==> src/rtl/coin_credit_front.sv <==
// Vending front end: coin-to-credit accounting with pay/vend handshake,
// plus a synchronized, debounced push-button press pulse.
module coin_credit_front #(
  parameter int unsigned PRICE           = 15,
  parameter int unsigned MAX_CREDIT      = 99,
  parameter int unsigned CREDIT_W        = 7,
  parameter int unsigned DEBOUNCE_CYCLES = 4
) (
  input  logic                clk,
  input  logic                reset,
  input  logic                coin_valid,
  input  logic [1:0]          coin_value,
  input  logic                refund_req,
  input  logic                vend_done,
  input  logic                button_raw,
  output logic                coin,
  output logic                button,
  output logic [CREDIT_W-1:0] credit,
  output logic                refund_valid,
  output logic [CREDIT_W-1:0] refund_amount,
  output logic                reject
);

  localparam int unsigned SUM_W = CREDIT_W + 1;
  localparam int unsigned CNT_W = $clog2(DEBOUNCE_CYCLES);

  typedef enum logic {IDLE, ARMED} state_t;

  state_t              state;
  logic [SUM_W-1:0]    add_c;
  logic [SUM_W-1:0]    sum_wide_c;
  logic [CREDIT_W-1:0] sum_c;
  logic                reject_c;

  logic                s1, s2, deb;
  logic [CNT_W-1:0]    deb_cnt;

  // Coin decode; the extra sum bit keeps the overflow compare exact.
  always_comb begin
    add_c = '0;
    if (coin_valid) begin
      case (coin_value)
        2'd0:    add_c = SUM_W'(1);
        2'd1:    add_c = SUM_W'(5);
        2'd2:    add_c = SUM_W'(10);
        default: add_c = '0;
      endcase
    end
    sum_wide_c = SUM_W'(credit) + add_c;
    reject_c   = coin_valid && ((coin_value == 2'd3) || (sum_wide_c > SUM_W'(MAX_CREDIT)));
    sum_c      = reject_c ? credit : sum_wide_c[CREDIT_W-1:0];
  end

  // Credit / payment state machine
  always_ff @(posedge clk) begin
    if (reset) begin
      state         <= IDLE;
      credit        <= '0;
      coin          <= 1'b0;
      refund_valid  <= 1'b0;
      refund_amount <= '0;
      reject        <= 1'b0;
    end else begin
      coin          <= 1'b0;
      refund_valid  <= 1'b0;
      refund_amount <= '0;
      reject        <= reject_c;
      case (state)
        IDLE: begin
          if (refund_req) begin
            refund_valid  <= 1'b1;
            refund_amount <= sum_c;
            credit        <= '0;
          end else if (sum_c >= CREDIT_W'(PRICE)) begin
            coin   <= 1'b1;
            credit <= sum_c - CREDIT_W'(PRICE);
            state  <= ARMED;
          end else begin
            credit <= sum_c;
          end
        end
        ARMED: begin
          if (refund_req) begin
            refund_valid  <= 1'b1;
            refund_amount <= sum_c;
            credit        <= '0;
          end else begin
            credit <= sum_c;
          end
          if (vend_done) state <= IDLE;
        end
        default: state <= IDLE;
      endcase
    end
  end

  // Button synchronizer and debouncer; pulse only on the debounced rising edge
  always_ff @(posedge clk) begin
    if (reset) begin
      s1      <= 1'b0;
      s2      <= 1'b0;
      deb     <= 1'b0;
      deb_cnt <= '0;
      button  <= 1'b0;
    end else begin
      s1     <= button_raw;
      s2     <= s1;
      button <= 1'b0;
      if (s2 != deb) begin
        if (deb_cnt == CNT_W'(DEBOUNCE_CYCLES - 1)) begin
          deb     <= s2;
          deb_cnt <= '0;
          button  <= s2;
        end else begin
          deb_cnt <= deb_cnt + CNT_W'(1);
        end
      end else begin
        deb_cnt <= '0;
      end
    end
  end

endmodule

==> config.mk <==
export PLATFORM = sky130hd
export DESIGN_NAME = coin_credit_front
export DESIGN_NICKNAME = d
export VERILOG_FILES = /design/src/rtl/coin_credit_front.sv
export SDC_FILE = /design/constraint.sdc
export NUM_CORES = 1
export LEC_CHECK = 0
export BUFFER_PORTS_ARGS = -buffer_cell sky130_fd_sc_hd__buf_2
export CAP_MARGIN = 30
export CORE_MARGIN = 10
export CORE_UTILIZATION = 25
export CTS_CLUSTER_SIZE = 40
export DETAILED_ROUTE_END_ITERATION = 10
export GPL_TIMING_DRIVEN = 0
export RECOVER_POWER = 25
export SETUP_SLACK_MARGIN = 0.02
export SLEW_MARGIN = 20
export SYNTH_ARGS = -nofsm -noshare
export SYNTH_HDL_FRONTEND = slang
export SYNTH_SLANG_ARGS = --single-unit
==> constraint.sdc <==
create_clock -name clk -period 5.66 [get_ports clk]
set_input_delay 0.566 -clock clk [delete_from_list [all_inputs] [get_ports clk]]
set_output_delay 0.566 -clock clk [all_outputs]
set_load 0.02 [all_outputs]
=== Word-level counts from Yosys, hierarchy flattened ===
Index checks and enable logic that the tools add are counted.

* Register bits: 24
* Bits of input ports: 8
* Logic and storage cells: 45
* Output and inout port bits: 18

* Bitwise logic cells: 4
* Eq/ne operators: 5
* Reductions and logical operators: 8
* Add/sub/neg operators: 3
* $lt $le $gt $ge: 2
* Muxes and demuxes: 12

{| class="wikitable"
|+ Operators with widths
! cell !! count
|-
| 7-bit 2-to-1 mux || 4
|-
| 7-bit one-hot mux with 2 select lines || 1
|-
| 4-bit one-hot mux with 3 select lines || 1
|-
| 7-bit by 8-bit adder with 8-bit output || 1
|-
| 8-bit by 7-bit greater-than comparator with 1-bit output, second input constant || 1
|-
| 7-bit by 4-bit >= comparator with 1-bit output, second input constant || 1
|-
| 7-bit by 4-bit subtractor with 7-bit output, second input constant || 1
|-
| 2-bit == test, second input constant || 3
|-
| 3-bit OR reduction || 2
|-
| 1-bit 2-to-1 mux || 4
|-
| 4-bit 2-to-1 mux || 1
|-
| 1-bit inverter || 4
|-
| 2-bit OR reduction || 2
|-
| 2-bit by 1-bit adder with 2-bit output, second input constant || 1
|-
| 2-bit by 1-bit == test with 1-bit output, second input constant || 1
|-
| 2-bit zero test || 1
|-
| 1-bit one-hot mux with 2 select lines || 1
|-
| 2-bit AND reduction || 1
|-
| 1-bit logical AND || 1
|-
| 1-bit logical OR || 1
|-
| 1-bit inequality test || 1
|}

=== Depth between registers and ports, before layout ===
Gate-level depths: netlist (run 1).

* Depth in word-level cells: 12
* Depth in mapped cells: 18
* Mapped depth without buffers: 18

=== Least setup slack after synthesis (run 1) ===
Ideal clock, no wire load.

* Path kind: input -> register
* Start: in coin_valid
* End: reg credit[6]
* Data arrival time: 4.206 ns
* Slack: 1.384 ns
* Cell stages on the path: 17
* Cells stage by stage: inv_1 -> nor3b_1 -> ha_1 -> a21o_1 -> a211oi_2 -> o21bai_1 -> a311oi_4 -> a21oi_4 -> nor2_8 -> mux2i_1 -> inv_1 -> ha_1 -> and3_1 -> nand3_1 -> o211ai_1 -> or4_1 -> a21oi_1

* Word-level cells in the longest chain between the ends: 10

{| class="wikitable"
|+ RTL lines
! element !! RTL line !! text
|-
| start: declaration || 11 || <nowiki>input logic coin_valid,</nowiki>
|-
| 4-bit 2-to-1 mux || 41 || <nowiki>if (coin_valid) begin</nowiki>
|-
| 7-bit by 8-bit adder with 8-bit output || 49 || <nowiki>sum_wide_c = SUM_W'(credit) + add_c;</nowiki>
|-
| 8-bit by 7-bit greater-than comparator with 1-bit output || 50 || <nowiki>reject_c = coin_valid && ((coin_value == 2'd3) || (sum_wide_c > SUM_W'(MAX_CREDIT)));</nowiki>
|-
| 1-bit logical OR || 50 ||
|-
| 1-bit logical AND || 50 ||
|-
| 7-bit 2-to-1 mux * || 51 || <nowiki>sum_c = reject_c ? credit : sum_wide_c[CREDIT_W-1:0];</nowiki>
|-
| via sum_c[0] || 32 || <nowiki>logic [CREDIT_W-1:0] sum_c;</nowiki>
|-
| 7-bit by 4-bit subtractor with 7-bit output / 7-bit by 4-bit >= comparator with 1-bit output (equally long branches) || 76, 74 ||
|-
| 7-bit 2-to-1 mux * || 74 || <nowiki>end else if (sum_c >= CREDIT_W'(PRICE)) begin</nowiki>
|-
| 7-bit 2-to-1 mux * || 70 || <nowiki>if (refund_req) begin</nowiki>
|-
| 7-bit one-hot mux with 2 select lines * || 68 || <nowiki>case (state)</nowiki>
|-
| end signal: assignment || 76 || <nowiki>credit <= sum_c - CREDIT_W'(PRICE);</nowiki>
|-
| end signal: assignment || 79 || <nowiki>credit <= sum_c;</nowiki>
|-
| end signal: assignment || 88 || <nowiki>credit <= sum_c;</nowiki>
|-
| end: declaration || 18 || <nowiki>output logic [CREDIT_W-1:0] credit,</nowiki>
|}

The timed path passes the listed nets; every way through them passes the cells marked *.
A chain may end at the register's enable or synchronous reset.

=== Final worst setup path (run 1) ===
Ends and elaborated chain as after synthesis.

==> results of run 1 <==
[placed cells by master (no fill, tap or decap), types with 3 or more instances in the layout]
master,netlist,routed
a21o_1,4,4
a21oi_1,10,10
and2_1,4,4
buf_2,0,21
clkbuf_1,2,5
clkbuf_8,0,3
dfxtp_1,24,24
ha_1,6,6
inv_1,7,7
mux2i_1,7,7
nand2_1,9,9
nand3_1,6,6
nor2_1,20,20
nor3_1,4,4
o211a_1,3,3
o211ai_1,4,4
o21ai_0,5,5
or3_1,3,3
xnor2_1,3,3
[synthesized netlist by cell type, types with 3 or more instances]
cell type,number,area (sq um)
o211a_1,3,30.0
or3_1,3,18.8
a21o_1,4,30.0
nor2_1,20,75.1
o211ai_1,4,30.0
inv_1,7,26.3
ha_1,6,75.1
xnor2_1,3,26.3
nor3_1,4,20.0
nand2_1,9,33.8
and2_1,4,25.0
dfxtp_1,24,480
a21oi_1,10,50.1
o21ai_0,5,25.0
mux2i_1,7,70.1
nand3_1,6,30.0
[how the worst max path moves through the flow]
| stage | start | to | slack, ps | depth (start not counted) |
|---|---|---|---|---|
| floorplan | coin_valid | credit[6] | 1380 | 17 |
| global placement | coin_valid | credit[6] | 790 | 18 |
| detailed placement | coin_valid | credit[6] | 750 | 18 |
| CTS | coin_valid | credit[6] | 1020 | 18 |
| global route | coin_valid | credit[6] | 680 | 19 |
| finish | coin_valid | credit[6] | 1040 | 18 |
[per-stage QoR]
stage / worst slack, ps / total power, mW / std cells / util [%] / hold slack, ps
detailed placement: 751 / 0.229 / 263 / 29.1 / 421
global route: 682 / 0.340 / 266 / 29.7 / 464
finish: 1040 / 0.320 / 266 / 29.7 / 433
floorplan: 1380 / 0.215 / 164 / - / 397
CTS: 1020 / 0.325 / 266 / 29.8 / 434
global placement: 785 / 0.229 / 263 / 29.1 / 409
[state kept, by name (all words and copies together) (netlist names)]
name / cells
button: 1
deb_cnt: 2
reject: 1
deb: 1
s1: 1
refund_valid: 1
state: 1
s2: 1
coin: 1
credit: 7
refund_amount: 7
[metal layers]
| metal | up-vias | GRT usage, % | wire (um) |
|---|---|---|---|
| met5 | - | 0 | 0 |
| met4 | 0 | 1.48 | 27 |
| met3 | 2 | 1.56 | 144 |
| met2 | 24 | 11.9 | 1630 |
| met1 | 584 | 9.99 | 1750 |
| li1 | 660 | - | - |
[cell families (layout without fill, tap and decap cells)]
| family | Yosys count | in the layout |
|---|---|---|
| compound gates | 43 | 43 |
| xor+xnor | 4 | 4 |
| fa+ha+maj | 7 | 7 |
| buf+inv | 10 | 37 |
| flops | 24 | 24 |
| mux | 7 | 7 |
| simple gates | 69 | 69 |
[layout make-up]
| type | instances | area, sq um |
|---|---|---|
| buffer | 2 | 7.51 |
| fill | 619 | 4110 |
| inverter | 8 | 30.0 |
| tap | 75 | 93.8 |
| clock buffer | 3 | 41.3 |
| multi-input combinational | 130 | 971 |
| timing repair buffer | 24 | 116 |
| sequential | 24 | 480 |
[report_power, final]
part	total, mW	internal (mW)	switching (mW)
Clock	0.0954	0.0474	0.0479
Sequential	0.177	0.173	0.00386
Combinational	0.0479	0.0179	0.0300
Total	0.320	0.239	0.0818
[worst reg2reg max path: stages, from the launching register on]
cell	delay [ps]
dfxtp_1	360
ha_1	260
fa_1	410
a21o_1	210
a21oi_2	310
nor2_1	130
a311oi_4	470
a21oi_4	160
nor2_8	190
mux2i_1	300
inv_1	90
ha_1	220
and3_1	150
nand3_1	110
o211ai_1	160
or4_1	540
a21oi_1	130
==> out/results.txt, run 1 <==
Status - completed
Worst setup path class - input port to register
Hold WC Path Type - register to register
Vias in the first global route - 1255
Final setup TNS - 0 ps
Post-synth EDFFs - 0
CORE AREA - 5850 sq um
Main combinational cell family by area after synthesis - simple AND/OR/NAND/NOR gates
Reg2reg path depth - 16
Unrepaired setup endpoints after global routing - no
FF-to-FF Start - credit[0]
CTS tree - done
CP bufs+invs - 3
Die height - 97.2 um
Final hold viol count - 0
Layout area overhead - 16.9%
Worst-path fanout max - 7
Post-synthesis sequential area ratio - 32.3%
Critical Path AT - 4810 ps
Post-route clock period utilization - 81.6%
Clock transition at path regs - 80 ps
Pre-Repair DR Iteration Count - 4
Share of cells above drive strength 1 - 22.0%
CP endpoint kind - register
Mapped Area - 1490 sq um
Gpl congestion - 0.871
Final setup fails - 0
Routed wire length per instance - 13.3 um
Worst-margin pin slew - 738 ps
FMAX - 217 MHz
Largest net degree at the start of global routing - 13
Hpwl dp - 2850 um
Required time worst endpoint - 5860 ps
Yosys warnings - 0
Tmin final - 4620 ps
Vias/cell - 4.77
Compound-Gate Fraction of Synth Area - 25.0%
Cell count of the worst hold path - 1
I/O Buffers - 24
Number of remaining DRC errors - 0
Post-synth cell types - 53
DR vias - 1270
Hold Path End - deb_cnt[0]
Initial core utilization - 25.4%
Static Leakage - 0.747 nW
Mux cell area share after synthesis - 4.71%
Mapped Avg Cell Area - 9.08 sq um
H-tree depth - 1
Routed WL - 3550 um
# rows - 28
RR Endpoint - credit[6]
Die Wd - 97.2 um
CTS Hold Bufs - 0
NumNets Final - 208
Number of max-cap violations - 0
TritonCTS Buffers - 3
Gr ovfl total - 0
Synth Area in Adders - 6.39%
XOR/XNOR share of the synthesized area - 2.35%
Worst Setup Start Kind - input port
Fin area - 1740 sq um
Hold Crit Start - deb_cnt[0]
CP max-delay cell - or4_1
Ant diodes - 0
Internal reg-to-reg setup slack - 1400 ps
Die ar. - 9440 sq um
Crit-path cells - buf_2 > inv_1 > nor3b_1 > ha_1 > a21o_1 > a211oi_2 > o21bai_1 > a311oi_4 > a21oi_4 > nor2_8 > mux2i_1 > inv_1 > ha_1 > and3_1 > nand3_1 > o211ai_1 > or4_1 > a21oi_1
Biggest cell delay along the critical path - 540 ps
Pwr dens - 184 nW/um^2
Synth Area in Simple Gates - 26.8%
Mapped Nets - 179
# resized after CTS - 0
CTS root buf - clkbuf_8
DRT iter0 DRCs - 91
Placed Area - 1700 sq um
Max-slew headroom - 50.8%
Initial antenna violation count - 0
Seq cells post-synth - 24
All-Layer GR Usage - 7.45%
CP top delay family - compound AO/OA/AOI/OAI gates
Peak VDD IR - 0.0959 mV
Clock buffer depth - 2
Clk sinks - 24
Slew Limit Fails - 0
Final Skew - 5.80 ps
ANT nets after route - 0
Boundary pin count - 26
Syn Inst Count - 164
Worst-Skew Late Latency - 260 ps
Async SR Flop Fraction - 0%
First-pass GRT wire length - 6130 um
Number of post-CTS setup repair buffers - 0
Post-synth top flop - dfxtp_1
Note: power is estimated with default switching activity, not from simulation.
==> inputs of run 2 (changes only) <==
- clock period: 5.66 -> 4.58 ns (I/O delays scaled with it)
==> run 2 against run 1 <==
Clock power up 24%. Flip-flop and latch count did not move. Clock skew is essentially flat. Combinational power is 28% higher. Die area unchanged. Worst setup slack got worse by 670 ps. Register-to-register slack got worse by 890 ps. Cell count up 0.38%. Global-route usage did not move. Total power grew 24%.
==> out/results.txt, run 2 (synthesized netlist as in run 1, its figures left out) <==
Status - completed (unchanged)
Combinational Power Share - 15.4% (was 14.9%)
NumNets Final - 209 (was 208)
Power Internal - 296 uW (was 239 uW)
All-Layer GR Usage - 7.45% (unchanged)
Hold WC Path Type - input port to register (was register to register)
Layout area overhead - 18.5% (was 16.9%)
Total Power - 398 uW (was 320 uW)
Gr ovfl total - 0 (unchanged)
Clk sinks - 24 (unchanged)
Routed WL - 3590 um (was 3550 um)
Final non-filler cell total - 267 (was 266)
Post-route clock period utilization - 91.8%
CTS tree - done (unchanged)
Slew Limit Fails - 0 (unchanged)
DRT iter0 DRCs - 100 (was 91)
Max-slew headroom - 51.9% (was 50.8%)
I/O Buffers - 24 (unchanged)
Tmin final - 4200 ps
DR vias - 1292 (was 1270)
Gpl congestion - 0.871 (unchanged)
Number of remaining DRC errors - 0 (unchanged)
Final hold viol count - 0 (unchanged)
Worst Setup Start Kind - input port (unchanged)
Hold Slack - 431 ps (was 433 ps)
Clock transition at path regs - 80 ps (about the same)
Sequential share of power - 55.0% (was 55.3%)
Final setup fails - 0 (unchanged)
Number of max-cap violations - 0 (unchanged)
Biggest regs - credit x7, refund_amount x7, deb_cnt x2 (unchanged)
Vias in the first global route - 1255 (unchanged)
ANT nets after route - 0 (unchanged)
TritonCTS Buffers - 3 (unchanged)
Peak VDD IR - 0.119 mV (was 0.0959 mV)
Boundary pin count - 26 (unchanged)
Unrepaired setup endpoints after global routing - no (unchanged)
Die ar. - 9440 sq um (unchanged)
CTS root buf - clkbuf_8 (unchanged)
Commonest non-fill, non-tap cell in the layout - dfxtp_1 (unchanged)
Worst-Skew Late Latency - 260 ps (about the same)
Switch Pwr - 102 uW (was 81.8 uW)
Routed wire length per instance - 13.5 um (was 13.3 um)
FMAX - 238 MHz
Die height - 97.2 um (unchanged)
Pre-Repair DR Iteration Count - 4 (unchanged)
Most frequent cells in the layout - dfxtp_1 (24), buf_2 (21), nor2_1 (20), a21oi_1 (10), nand2_1 (9) (unchanged)
Sw frac - 25.7% (was 25.5%)
Hpwl dp - 2850 um (unchanged)
CP endpoint kind - register (unchanged)
Pwr dens - 226 nW/um^2 (was 184 nW/um^2)
Worst setup path class - input port to register (unchanged)
Initial antenna violation count - 0 (unchanged)
Fillers - 620 (was 619)
Clock buffer depth - 2 (unchanged)
# rows - 28 (unchanged)
Clock power share - 29.6% (was 29.8%)
Final Skew - 5.96 ps (was 5.80 ps)
Worst-path fanout max - 8 (was 7)
First-pass GRT wire length - 6130 um (unchanged)
DP Cell Count - 263 (unchanged)
Worst-margin pin slew - 721 ps (was 738 ps)
Initial core utilization - 25.4% (unchanged)
Ant diodes - 0 (unchanged)
Required time worst endpoint - 4780 ps (was 5860 ps)
Die Wd - 97.2 um (unchanged)
Critical Path AT - 4400 ps (was 4810 ps)
CTS Hold Bufs - 0 (unchanged)
Static Leakage - 0.749 nW (was 0.747 nW)
H-tree depth - 1 (unchanged)
CORE AREA - 5850 sq um (unchanged)
Vias/cell - 4.84 (was 4.77)
Largest net degree at the start of global routing - 13 (unchanged)
Share of cells above drive strength 1 - 24.0% (was 22.0%)
run 2: worst paths after layout:
kind	end	depth (start not counted)	slack [ps]	start
worst max-delay path	credit[6]	20	380	coin_valid
worst min-delay path	s1	2	430	button_raw
worst max register to register	credit[6]	17	510	credit[0]
worst min register to register	deb_cnt[0]	1	430	deb_cnt[0]
run 2: what timing repair did:
action | 4_1_cts | 5_1_grt
setup buffers | 0 | 1
endpoints found under the setup margin | 0 | 7
resized for setup | 0 | 4
run 2: worst max-delay path, stage by stage:
cell	delay [ps]
buf_2	130
inv_2	120
nor2_1	90
ha_1	230
fa_1	410
a21o_1	230
a21oi_4	250
nor2_1	110
a311oi_4	200
buf_4	200
a21oi_4	100
nor2_8	190
mux2i_2	290
inv_1	90
ha_1	220
and3_1	150
nand3_1	110
o211ai_1	160
or4_1	540
a21oi_1	130
run 2: power by group through the flow:
stage | Clock (mW) | Sequential (mW) | Combinational, mW
floorplan | 0 | 0.228 | 0.0374
global placement | 0 | 0.224 | 0.0593
detailed placement | 0 | 0.224 | 0.0595
CTS | 0.123 | 0.219 | 0.0600
global route | 0.133 | 0.220 | 0.0693
finish | 0.118 | 0.219 | 0.0613
run 2: metal layers:
layer  GRT usage [%]  vias up  share of wire (%)
met5               0        -                  0
met1            9.99      599                 49
met3            1.56        2                4.6
met4            1.48        0               0.75
met2            11.9       28                 46
li1                -      663                  -
run 2: through the flow:
| step | TNS, ps | setup slack [ps] | instance area (sq um) | utilization (%) |
|---|---|---|---|---|
| final | 0 | 376 | 1760 | 30.2 |
| after global placement | -416 | -187 | 1700 | 29.1 |
| after detailed placement | -640 | -221 | 1700 | 29.1 |
| after CTS | 0 | 47.3 | 1740 | 29.8 |
| after floorplan | 0 | 412 | 1490 | - |
| after global routing | 0 | 43.6 | 1760 | 30.2 |
run 2: cell type report:
class / count / area (sq um) / area share, %
buffer: 2 / 7.51 / 0.426
inverter: 8 / 30.0 / 1.70
tap: 75 / 93.8 / 5.32
sequential: 24 / 480 / 27.2
clock buffer: 3 / 41.3 / 2.34
timing repair buffer: 25 / 124 / 7.02
multi-input combinational: 130 / 987 / 56.0
==> inputs of run 3 (changes only) <==
- CORE_UTILIZATION: 25 -> 55
- PLACE_DENSITY: unset -> 0.79
==> run 3 against run 2 <==
Total power down 7.6%. Critical path depth down 1. First-iteration DRC count down 14%. Critical endpoint unchanged. Via count up 5.9%. Cell count down 17%. Count of clock-buffer cells in the layout unchanged.
==> out/results.txt, run 3 (synthesized netlist as in run 1, its figures left out) <==
Worst Setup Start Kind - input port (unchanged)
DRT iter0 DRCs - 86 (was 100)
Commonest non-fill, non-tap cell in the layout - dfxtp_1 (unchanged)
Worst setup path class - input port to register (unchanged)
Post-Place Setup Slack - -185 ps (was -221 ps)
I/O Buffers - 24 (unchanged)
Clock transition at path regs - 120 ps (was 80 ps)
Sequential share of power - 59.5% (was 55.0%)
Status - completed (unchanged)
Max-slew headroom - 54.8% (was 51.9%)
CP top delay family - compound AO/OA/AOI/OAI gates (was simple AND/OR/NAND/NOR gates)
Pre-Repair DR Iteration Count - 4 (unchanged)
Power Internal - 267 uW (was 296 uW)
CTS root buf - clkbuf_4 (was clkbuf_8)
Worst-path fanout max - 8 (unchanged)
Final WS setup - 246 ps (was 376 ps)
Final hold viol count - 0 (unchanged)
Routed WL - 3470 um (was 3590 um)
Ant diodes - 0 (unchanged)
CP bufs+invs - 3 (was 4)
Die height - 72.0 um (was 97.2 um)
Fin area - 1680 sq um (was 1760 sq um)
Die ar. - 5190 sq um (was 9440 sq um)
Most frequent cells in the layout - dfxtp_1 (24), buf_2 (21), nor2_1 (20), a21oi_1 (10), nand2_1 (9) (unchanged)
Vias in the first global route - 1242 (was 1255)
Die Wd - 72.0 um (was 97.2 um)
Clock power share - 23.9% (was 29.6%)
Placed Area - 1650 sq um (was 1700 sq um)
Reg2reg path depth - 16 (was 17)
Largest net degree at the start of global routing - 13 (unchanged)
TritonCTS Buffers - 3 (unchanged)
Final Skew - 5.85 ps (was 5.96 ps)
Worst Setup SP - coin_valid (unchanged)
Final setup fails - 0 (unchanged)
Final non-filler cell total - 222 (was 267)
All-Layer GR Usage - 12.9% (was 7.45%)
Final core occ - 66.5% (was 30.2%)
CTS tree - done (unchanged)
ANT nets after route - 0 (unchanged)
Footprint of the multi-input gates - 976 sq um (was 987 sq um)
Cell count of the worst hold path - 2 (unchanged)
Clock buffer depth - 2 (unchanged)
Crit-path cells - buf_2 > inv_1 > nor2_1 > ha_1 > fa_1 > a21o_1 > a21oi_2 > nor2_1 > a311oi_4 > a21oi_4 > nor2_8 > mux2i_1 > inv_1 > ha_1 > and3_1 > nand3_1 > o211ai_1 > or4_1 > a21oi_1 (was buf_2 > inv_2 > nor2_1 > ha_1 > fa_1 > a21o_1 > a21oi_4 > nor2_1 > a311oi_4 > buf_4 > a21oi_4 > nor2_8 > mux2i_2 > inv_1 > ha_1 > and3_1 > nand3_1 > o211ai_1 > or4_1 > a21oi_1)
Slew Limit Fails - 0 (unchanged)
Combinational Power Share - 16.6% (was 15.4%)
Worst-margin pin slew - 678 ps (was 721 ps)
FF-to-FF Start - credit[0] (unchanged)
Number of remaining DRC errors - 0 (unchanged)
CP max-delay cell - or4_1 (unchanged)
Pwr dens - 219 nW/um^2 (was 226 nW/um^2)
Gpl congestion - 0.912 (was 0.871)
Required time worst endpoint - 4820 ps (was 4780 ps)
CP endpoint kind - register (unchanged)
Routed wire length per instance - 15.6 um (was 13.5 um)
CTS Hold Bufs - 0 (unchanged)
# rows - 18 (was 28)
Static Leakage - 0.746 nW (was 0.749 nW)
Unrepaired setup endpoints after global routing - no (unchanged)
Initial core utilization - 59.0% (was 25.4%)
Hold WC Path Type - input port to register (unchanged)
FMAX - 231 MHz (was 238 MHz)
Switch Pwr - 101 uW (was 102 uW)
Tmin final - 4330 ps (was 4200 ps)
Post-route clock period utilization - 94.6% (was 91.8%)
Fillers - 224 (was 620)
Worst-Skew Late Latency - 310 ps (was 260 ps)
Share of cells above drive strength 1 - 22.9% (was 24.0%)
Biggest cell delay along the critical path - 540 ps (about the same)
Gr ovfl total - 0 (unchanged)
DR vias - 1368 (was 1292)
Peak VDD IR - 0.263 mV (was 0.119 mV)
Initial antenna violation count - 0 (unchanged)
Clk sinks - 24 (unchanged)
Hold Slack - 392 ps (was 431 ps)
H-tree depth - 1 (unchanged)
Critical Path AT - 4580 ps (was 4400 ps)
NumNets Final - 209 (unchanged)
Number of max-cap violations - 0 (unchanged)
Hpwl dp - 2820 um (was 2850 um)
FF/Latch Area - 480 sq um (unchanged)
Hold Crit Start - button_raw (unchanged)
Vias/cell - 6.16 (was 4.84)
Sw frac - 27.3% (was 25.7%)
CORE AREA - 2520 sq um (was 5850 sq um)
Critical path depth in cells - 19 (was 20)
Layout area overhead - 12.7% (was 18.5%)
Boundary pin count - 26 (unchanged)
DP Cell Count - 218 (was 263)
Biggest regs - credit x7, refund_amount x7, deb_cnt x2 (unchanged)
First-pass GRT wire length - 5700 um (was 6130 um)
## run 3: final cells by class
cell class,count,share of cell area (%)
plain buffers,2,0.447
clock buffers,3,1.34
inverters,8,1.79
multi-input cells,130,58.2
flip-flops and latches,24,28.6
well taps,30,2.24
repair buffers,25,7.38
## run 3: per-stage QoR
step	TNS (ps)	total power, mW
after floorplan	0	0.265
after global placement	-81.1	0.281
after detailed placement	-367	0.284
after CTS	0	0.371
after global routing	0	0.386
final	0	0.368
## run 3: power by group through the flow
| stage | Sequential (mW) | Combinational [mW] | Clock [mW] |
|---|---|---|---|
| floorplan | 0.228 | 0.0374 | 0 |
| CTS | 0.219 | 0.0610 | 0.0909 |
| global route | 0.220 | 0.0677 | 0.0984 |
| detailed placement | 0.223 | 0.0608 | 0 |
| finish | 0.219 | 0.0612 | 0.0878 |
| global placement | 0.223 | 0.0577 | 0 |
## run 3: path summary, 6_finish.rpt
| kind | to | slack [ps] |
|---|---|---|
| worst min register to register | deb_cnt[0] | 430 |
| worst max-delay path | credit[6] | 250 |
| worst min-delay path | s1 | 390 |
| worst max register to register | credit[6] | 440 |
## run 3: what timing repair did
action | 4_1_cts | 5_1_grt
endpoints found under the hold margin | 0 | 0
setup endpoints to repair | 0 | 6
resized for setup | 0 | 1
buffers inserted | 0 | 1
## run 3: routing by layer
| metal | global-route usage (%) | share of wire (%) | vias to the layer above |
|---|---|---|---|
| li1 | - | - | 667 |
| met1 | 15.5 | 44 | 655 |
| met2 | 21.9 | 48 | 44 |
| met3 | 4.63 | 8.1 | 2 |
| met4 | 1.51 | 0.32 | 0 |
| met5 | 0 | 0 | - |
